**src/rtl/ariane_pkg.sv**
```systemverilog
// Shared types for the commit fence sequencer: the serialising-instruction
// kind reported by commit and the sequencer FSM states.
package ariane_pkg;

    // Encoding of the serialising instruction at the commit head
    typedef enum logic [1:0] {
        FENCE      = 2'd0,
        FENCE_I    = 2'd1,
        SFENCE_VMA = 2'd2,
        FENCE_T    = 2'd3
    } fence_kind_e;

    // Sequencer states, walked in a fixed order: drain, D$, I$, TLB, done
    typedef enum logic [2:0] {
        IDLE     = 3'd0,
        DRAIN    = 3'd1,
        FLUSH_DC = 3'd2,
        FLUSH_IC = 3'd3,
        TLB      = 3'd4,
        DONE     = 3'd5
    } fence_seq_state_e;

endpackage

```
**src/rtl/commit_fence_sequencer.sv**
```systemverilog
// Commit fence sequencer: accepts one serialising instruction from commit
// port 0, waits for the store buffer to drain, then issues D$ flush, I$ flush
// and TLB flush as needed, and ends with a one-cycle done/pipeline-flush pulse.
// Optional busy-cycle counter enabled by defining CVA6_FENCE_PERF_EN.
module commit_fence_sequencer
    import ariane_pkg::*;
#(
    parameter bit          DcacheWriteBack = 1'b1,
    parameter int unsigned PerfCntWidth    = 32
) (
    input  logic       clk_i,
    input  logic       rst_ni,
    input  logic       req_valid_i,
    input  logic [1:0] req_kind_i,
    output logic       req_ready_o,
    input  logic       abort_i,
    input  logic       no_st_pending_i,
    output logic       flush_dcache_o,
    input  logic       flush_dcache_ack_i,
    output logic       flush_icache_o,
    output logic       flush_tlb_o,
    output logic       busy_o,
    output logic       done_o,
    output logic       flush_pipeline_o
`ifdef CVA6_FENCE_PERF_EN
    ,
    output logic [PerfCntWidth-1:0] perf_busy_cycles_o
`endif
);

    fence_seq_state_e state_q, state_d;
    fence_kind_e      kind_q, kind_d;
    logic [2:0]       needs;

    logic flush_dcache_q;
    logic flush_icache_q;
    logic flush_tlb_q;
    logic busy_q;
    logic done_q;

    // Which resources a kind must flush, packed as {dcache, icache, tlb}
    function automatic logic [2:0] needs_flags(input fence_kind_e kind);
        logic dc, ic, tlb;
        dc  = (kind == FENCE_T) || (DcacheWriteBack && ((kind == FENCE) || (kind == FENCE_I)));
        ic  = (kind == FENCE_I) || (kind == FENCE_T);
        tlb = (kind == SFENCE_VMA) || (kind == FENCE_T);
        return {dc, ic, tlb};
    endfunction

    // First remaining step of the fixed D$ -> I$ -> TLB order, or DONE
    function automatic fence_seq_state_e first_step(input logic [2:0] todo);
        if (todo[2]) begin
            return FLUSH_DC;
        end else if (todo[1]) begin
            return FLUSH_IC;
        end else if (todo[0]) begin
            return TLB;
        end
        return DONE;
    endfunction

    // A request can only be taken while idle and not being flushed away
    assign req_ready_o = (state_q == IDLE) && !abort_i;

    // Next-state decode; abort only cancels while still draining stores
    always_comb begin
        state_d = state_q;
        kind_d  = kind_q;
        needs   = needs_flags(kind_q);
        case (state_q)
            IDLE: begin
                if (req_valid_i && req_ready_o) begin
                    kind_d  = fence_kind_e'(req_kind_i);
                    state_d = DRAIN;
                end
            end
            DRAIN: begin
                if (abort_i) begin
                    state_d = IDLE;
                end else if (no_st_pending_i) begin
                    state_d = first_step(needs);
                end
            end
            FLUSH_DC: begin
                if (flush_dcache_ack_i) begin
                    state_d = first_step(needs & 3'b011);
                end
            end
            FLUSH_IC: state_d = first_step(needs & 3'b001);
            TLB:      state_d = DONE;
            DONE:     state_d = IDLE;
            default:  state_d = IDLE;
        endcase
    end

    // State, latched kind and registered outputs decoded from the next state
    always_ff @(posedge clk_i or negedge rst_ni) begin
        if (!rst_ni) begin
            state_q        <= IDLE;
            kind_q         <= FENCE;
            flush_dcache_q <= 1'b0;
            flush_icache_q <= 1'b0;
            flush_tlb_q    <= 1'b0;
            busy_q         <= 1'b0;
            done_q         <= 1'b0;
        end else begin
            state_q        <= state_d;
            kind_q         <= kind_d;
            flush_dcache_q <= (state_d == FLUSH_DC);
            flush_icache_q <= (state_d == FLUSH_IC);
            flush_tlb_q    <= (state_d == TLB);
            busy_q         <= (state_d != IDLE);
            done_q         <= (state_d == DONE);
        end
    end

    assign flush_dcache_o   = flush_dcache_q;
    assign flush_icache_o   = flush_icache_q;
    assign flush_tlb_o      = flush_tlb_q;
    assign busy_o           = busy_q;
    assign done_o           = done_q;
    assign flush_pipeline_o = done_q;

`ifdef CVA6_FENCE_PERF_EN
    logic [PerfCntWidth-1:0] perf_q, perf_d;

    // Saturating count of cycles in which busy_o is high
    always_comb begin
        perf_d = perf_q;
        if (busy_q && (perf_q != {PerfCntWidth{1'b1}})) begin
            perf_d = perf_q + PerfCntWidth'(1);
        end
    end

    // Counter register, cleared only by reset
    always_ff @(posedge clk_i or negedge rst_ni) begin
        if (!rst_ni) begin
            perf_q <= '0;
        end else begin
            perf_q <= perf_d;
        end
    end

    assign perf_busy_cycles_o = perf_q;
`else
    // No busy-cycle counter in this build
`endif

endmodule

```
**config.mk**
```make
export PLATFORM = sky130hd
export DESIGN_NAME = commit_fence_sequencer
export DESIGN_NICKNAME = d
export VERILOG_FILES = /design/src/rtl/ariane_pkg.sv /design/src/rtl/commit_fence_sequencer.sv
export SDC_FILE = /design/constraint.sdc
export NUM_CORES = 1
export LEC_CHECK = 0
export ABC_CLOCK_PERIOD_IN_PS = 1850
export BUFFER_PORTS_ARGS = -buffer_cell sky130_fd_sc_hd__buf_2
export CAP_MARGIN = 10
export CORE_AREA = 2 2 39 41
export CTS_CLUSTER_DIAMETER = 150
export DETAILED_ROUTE_END_ITERATION = 10
export DIE_AREA = 0 0 41 43
export MAX_ROUTING_LAYER = met4
export PLACE_DENSITY_LB_ADDON = 0.05
export SLEW_MARGIN = 5
export SYNTH_ARGS = -nofsm -noshare
export SYNTH_HDL_FRONTEND = slang
export SYNTH_SLANG_ARGS = --single-unit
```
**constraint.sdc**
```tcl
create_clock -name clk_i -period 1.85 [get_ports clk_i]
set_input_delay 0.0925 -clock clk_i [delete_from_list [all_inputs] [get_ports clk_i]]
set_output_delay 0.0925 -clock clk_i [all_outputs]
set_load 0.005 [all_outputs]
```
==> impl_summary.md <==
Status
The flow ran to the end, and the final reports show no timing, DRC or antenna violations.

Global routing
In the global route stage, overall resource usage came out at 0.138. The sum of overflow across all layers after global routing is 0. The first global-routing pass estimated 1.48 mm of wire. Entering global routing, the biggest net connects 11 pins. The via count of the first global-routing pass is 351. The number of antenna violations at the first check in global routing is 0.

Setup path
The type of origin of the critical path is a flop. The startpoint-to-endpoint class of the critical path is reg -> reg. STA classifies the critical path endpoint as a flop. The worst path arrival time is 1710 ps. Along the worst path, the maximum fanout reaches 6. At the worst endpoint, the required time is 1990 ps.

Logic synthesis
Of the total synthesized cell area, the portion taken by full adders, half adders and majority gates is 0. The number of warnings printed during yosys synthesis is 0. The simple logic cell fraction of the synthesized area is 0.277. The biggest area contributor in the post-synthesis netlist is sky130_fd_sc_hd__dfrtp_1.

Of the post-synthesis cell area, the part taken by muxes is 0.0503. By area the synthesized netlist is led by sky130_fd_sc_hd__dfrtp_1 (56%), sky130_fd_sc_hd__mux2_2 (5.0%), sky130_fd_sc_hd__or2b_1 (5.0%). The share of the Yosys chip area taken by registers is 0.559.

The synthesized design contains 10 register bits. A synthesized cell averages 11.2 µm². The combinational family with the most area after synthesis is simple AND/OR/NAND/NOR gates. Of the total synthesized cell area, the portion taken by XOR and XNOR cells is 0. The area of the mapped netlist is 448 µm². Synthesis produced 40 cells. Counting every net in the synthesized netlist gives 48. The share of synthesized area in the top cell type comes to 0.559.

The number of different library cells used by synthesis comes to 20. The post-synthesis compound-gate area fraction came to 0.0894.

Drt
The detailed router placed 357 vias in this run. The number of search-and-repair iterations in the first detailed-routing pass is 4. The count of routing violations after the opening detailed-route iteration is 3. The routed wire length per instance is 12.5 µm. The remaining design rule violation count is 0. The number of antenna-violating nets in the routed design is 0. In the routed layout, each cell is associated on average with a via count of 4.89. The wire length reported by the detailed router is 914 µm.

Finish
The area occupied by registers is 250 µm². The utilization after layout is 0.407. The post-route cell area is 563 µm².

The share of layout cells above drive strength 1 is 0.333. At the end of the flow, the number of nets in the layout was 67. In the final layout, the multi-input gates occupy 186 µm².

The number of fill cells in the layout is 131. The synthesis-to-layout area growth is 25.7%. In the layout the commonest cells are sky130_fd_sc_hd__buf_2 (14), sky130_fd_sc_hd__dfrtp_1 (10).

The most common cell after layout, fill and taps aside is sky130_fd_sc_hd__buf_2. 0 antenna diodes ended up in the layout.

Clock network
The clock network latency to the later pin of the worst-skew pair is 260 ps. The CTS buffer count is 3. The count of clock tree sinks is 10. The buffer type at the clock tree root is sky130_fd_sc_hd__clkbuf_4. TritonCTS built the clock tree. The deepest clock path buffer count is 2. The clock-pin slew on the worst setup and hold paths is 60 ps. The post-CTS setup buffer count is 0. CTS built an H-tree with a depth of 1.

Floorplanning
The floorplan step defined a die boundary enclosing 1760 µm². The I/O pin count is 15. The core region is 1380 µm². The number of placement rows is 14. From left edge to right edge, the die measures 41 µm. The vertical die dimension is 43 µm. For this configuration, the core starts out at a cell density of 0.324.

Timing
Dividing the final minimum period by the clock period gives 0.848. The number of endpoints with negative hold slack in the final report is 0. Setup violations remaining at the end of the flow were counted as 0. The worst path needs 1570 ps of the cycle, external delays included. At the pin with the least slew margin, the transition time is 375 ps. The maximum clock frequency is 0.638 GHz. Setup repair after global routing left no endpoint under its margin. The final count of pins violating max slew came to 0.

Headroom to the max-slew limit came out at 0.750. The clock skew after layout is 0.711 ps. For the final routed database, the setup TNS stands at 0 ps. In the post-route analysis, the smallest setup slack over all paths is 282 ps.

Power
The power density of the placed cells is 1430 nW/µm². The leakage power of the design is 0.000284 µW. The total power consumption of the routed design is 804 µW.

Across the VDD grid, the largest voltage drop is 0.000452 V.

Placed design
The final weighted congestion in routability-driven placement is 0.672. The quantity of I/O buffers inserted on ports is 14. The placed instances occupy a cell area of 531 µm². The worst slack at placement is 278 ps. The detailed placement HPWL is 710 µm.

Job
Across the run, the number of max-cap violations was 0.

Hold path
The min-delay analysis places its worst path in the category in -> reg.
[through the flow]
| step | hold WS [ps] | std cells |
|---|---|---|
| 6_report | 58.2 | 73 |
| 5_1_grt | 55.1 | 73 |
| 2_1_floorplan | -203 | 40 |
| 3_3_place_gp | -41.7 | 69 |
| 3_5_place_dp | -42.4 | 69 |
| 4_1_cts | 48.6 | 73 |
[area by class of cell]
| class | count | share of cell area |
|---|---|---|
| sequential | 10 | 0.444 |
| tap | 16 | 0.0356 |
| multi-input combinational | 28 | 0.331 |
| clock buffer | 3 | 0.0400 |
| inverter | 1 | 0.00667 |
| timing repair buffer | 15 | 0.142 |
[where the power goes]
part           switching (µW)  internal [µW]
clock network            72.7           75.2
registers                68.8            300
logic                     138            150
[timing repair]
action	CTS	global route
endpoints found under the hold margin	10	0
hold buffers	1	0
resized for setup	0	0
[worst paths after layout]
path / start / end / slack, ps / depth (start not counted)
worst max-delay path: state_q[1]$_DFF_PN0_ / busy_o$_DFF_PN0_ / 280 / 4
worst min-delay path: req_kind_i[1] / kind_q[1]$_DFFE_PN0P_ / 60 / 2
worst max register to register: state_q[1]$_DFF_PN0_ / busy_o$_DFF_PN0_ / 280 / 4
worst min register to register: kind_q[1]$_DFFE_PN0P_ / kind_q[1]$_DFFE_PN0P_ / 570 / 1
max in group asynchronous: rst_ni / flush_icache_o$_DFF_PN0_ / 1460 / 2
min in group asynchronous: rst_ni / flush_tlb_o$_DFF_PN0_ / 210 / 2
[cells by family (layout without fill, tap and decap cells)]
group,Yosys count,after routing
simple gates,21,21
compound gates,5,5
mux,2,2
flops,10,10
buf+inv,2,19
[per-layer routing]
metal  GRT usage  wire length [µm]  vias to the layer above
met5           -                 0                        -
met4       0.140                 8                        0
met3      0.0314                55                        2
met2       0.172               481                       10
met1       0.168               368                      169
li1            -                 -                      176
[state kept, by name (all words and copies together) (netlist names)]
name	count
done_o	1
state_q	3
flush_dcache_o	1
kind_q	2
flush_tlb_o	1
flush_icache_o	1
busy_o	1
[worst max-delay path: stages, from the launching register on]
cell	delay [ps]
sky130_fd_sc_hd__dfrtp_1	430
sky130_fd_sc_hd__or2b_1	220
sky130_fd_sc_hd__o21ai_1	80
sky130_fd_sc_hd__a221o_1	370
sky130_fd_sc_hd__or3_1	360
[Yosys cell counts]
cell type and count:
sky130_fd_sc_hd__nor4bb_1 1, sky130_fd_sc_hd__nor2_1 3, sky130_fd_sc_hd__mux2_2 2, sky130_fd_sc_hd__nor3_1 2
sky130_fd_sc_hd__inv_1 1, sky130_fd_sc_hd__nand2_1 3, sky130_fd_sc_hd__dfrtp_1 10, sky130_fd_sc_hd__o31ai_1 1
sky130_fd_sc_hd__or4_1 1, sky130_fd_sc_hd__nor4_1 1, sky130_fd_sc_hd__or2b_1 3, sky130_fd_sc_hd__o21ai_1 1
sky130_fd_sc_hd__or3_1 1, sky130_fd_sc_hd__and2_1 3, sky130_fd_sc_hd__a221o_1 1, sky130_fd_sc_hd__nand2b_1 2
sky130_fd_sc_hd__o221ai_1 1, sky130_fd_sc_hd__a32oi_1 1, sky130_fd_sc_hd__buf_4 1, sky130_fd_sc_hd__and2b_1 1
Power figures use the tool's default switching activity.
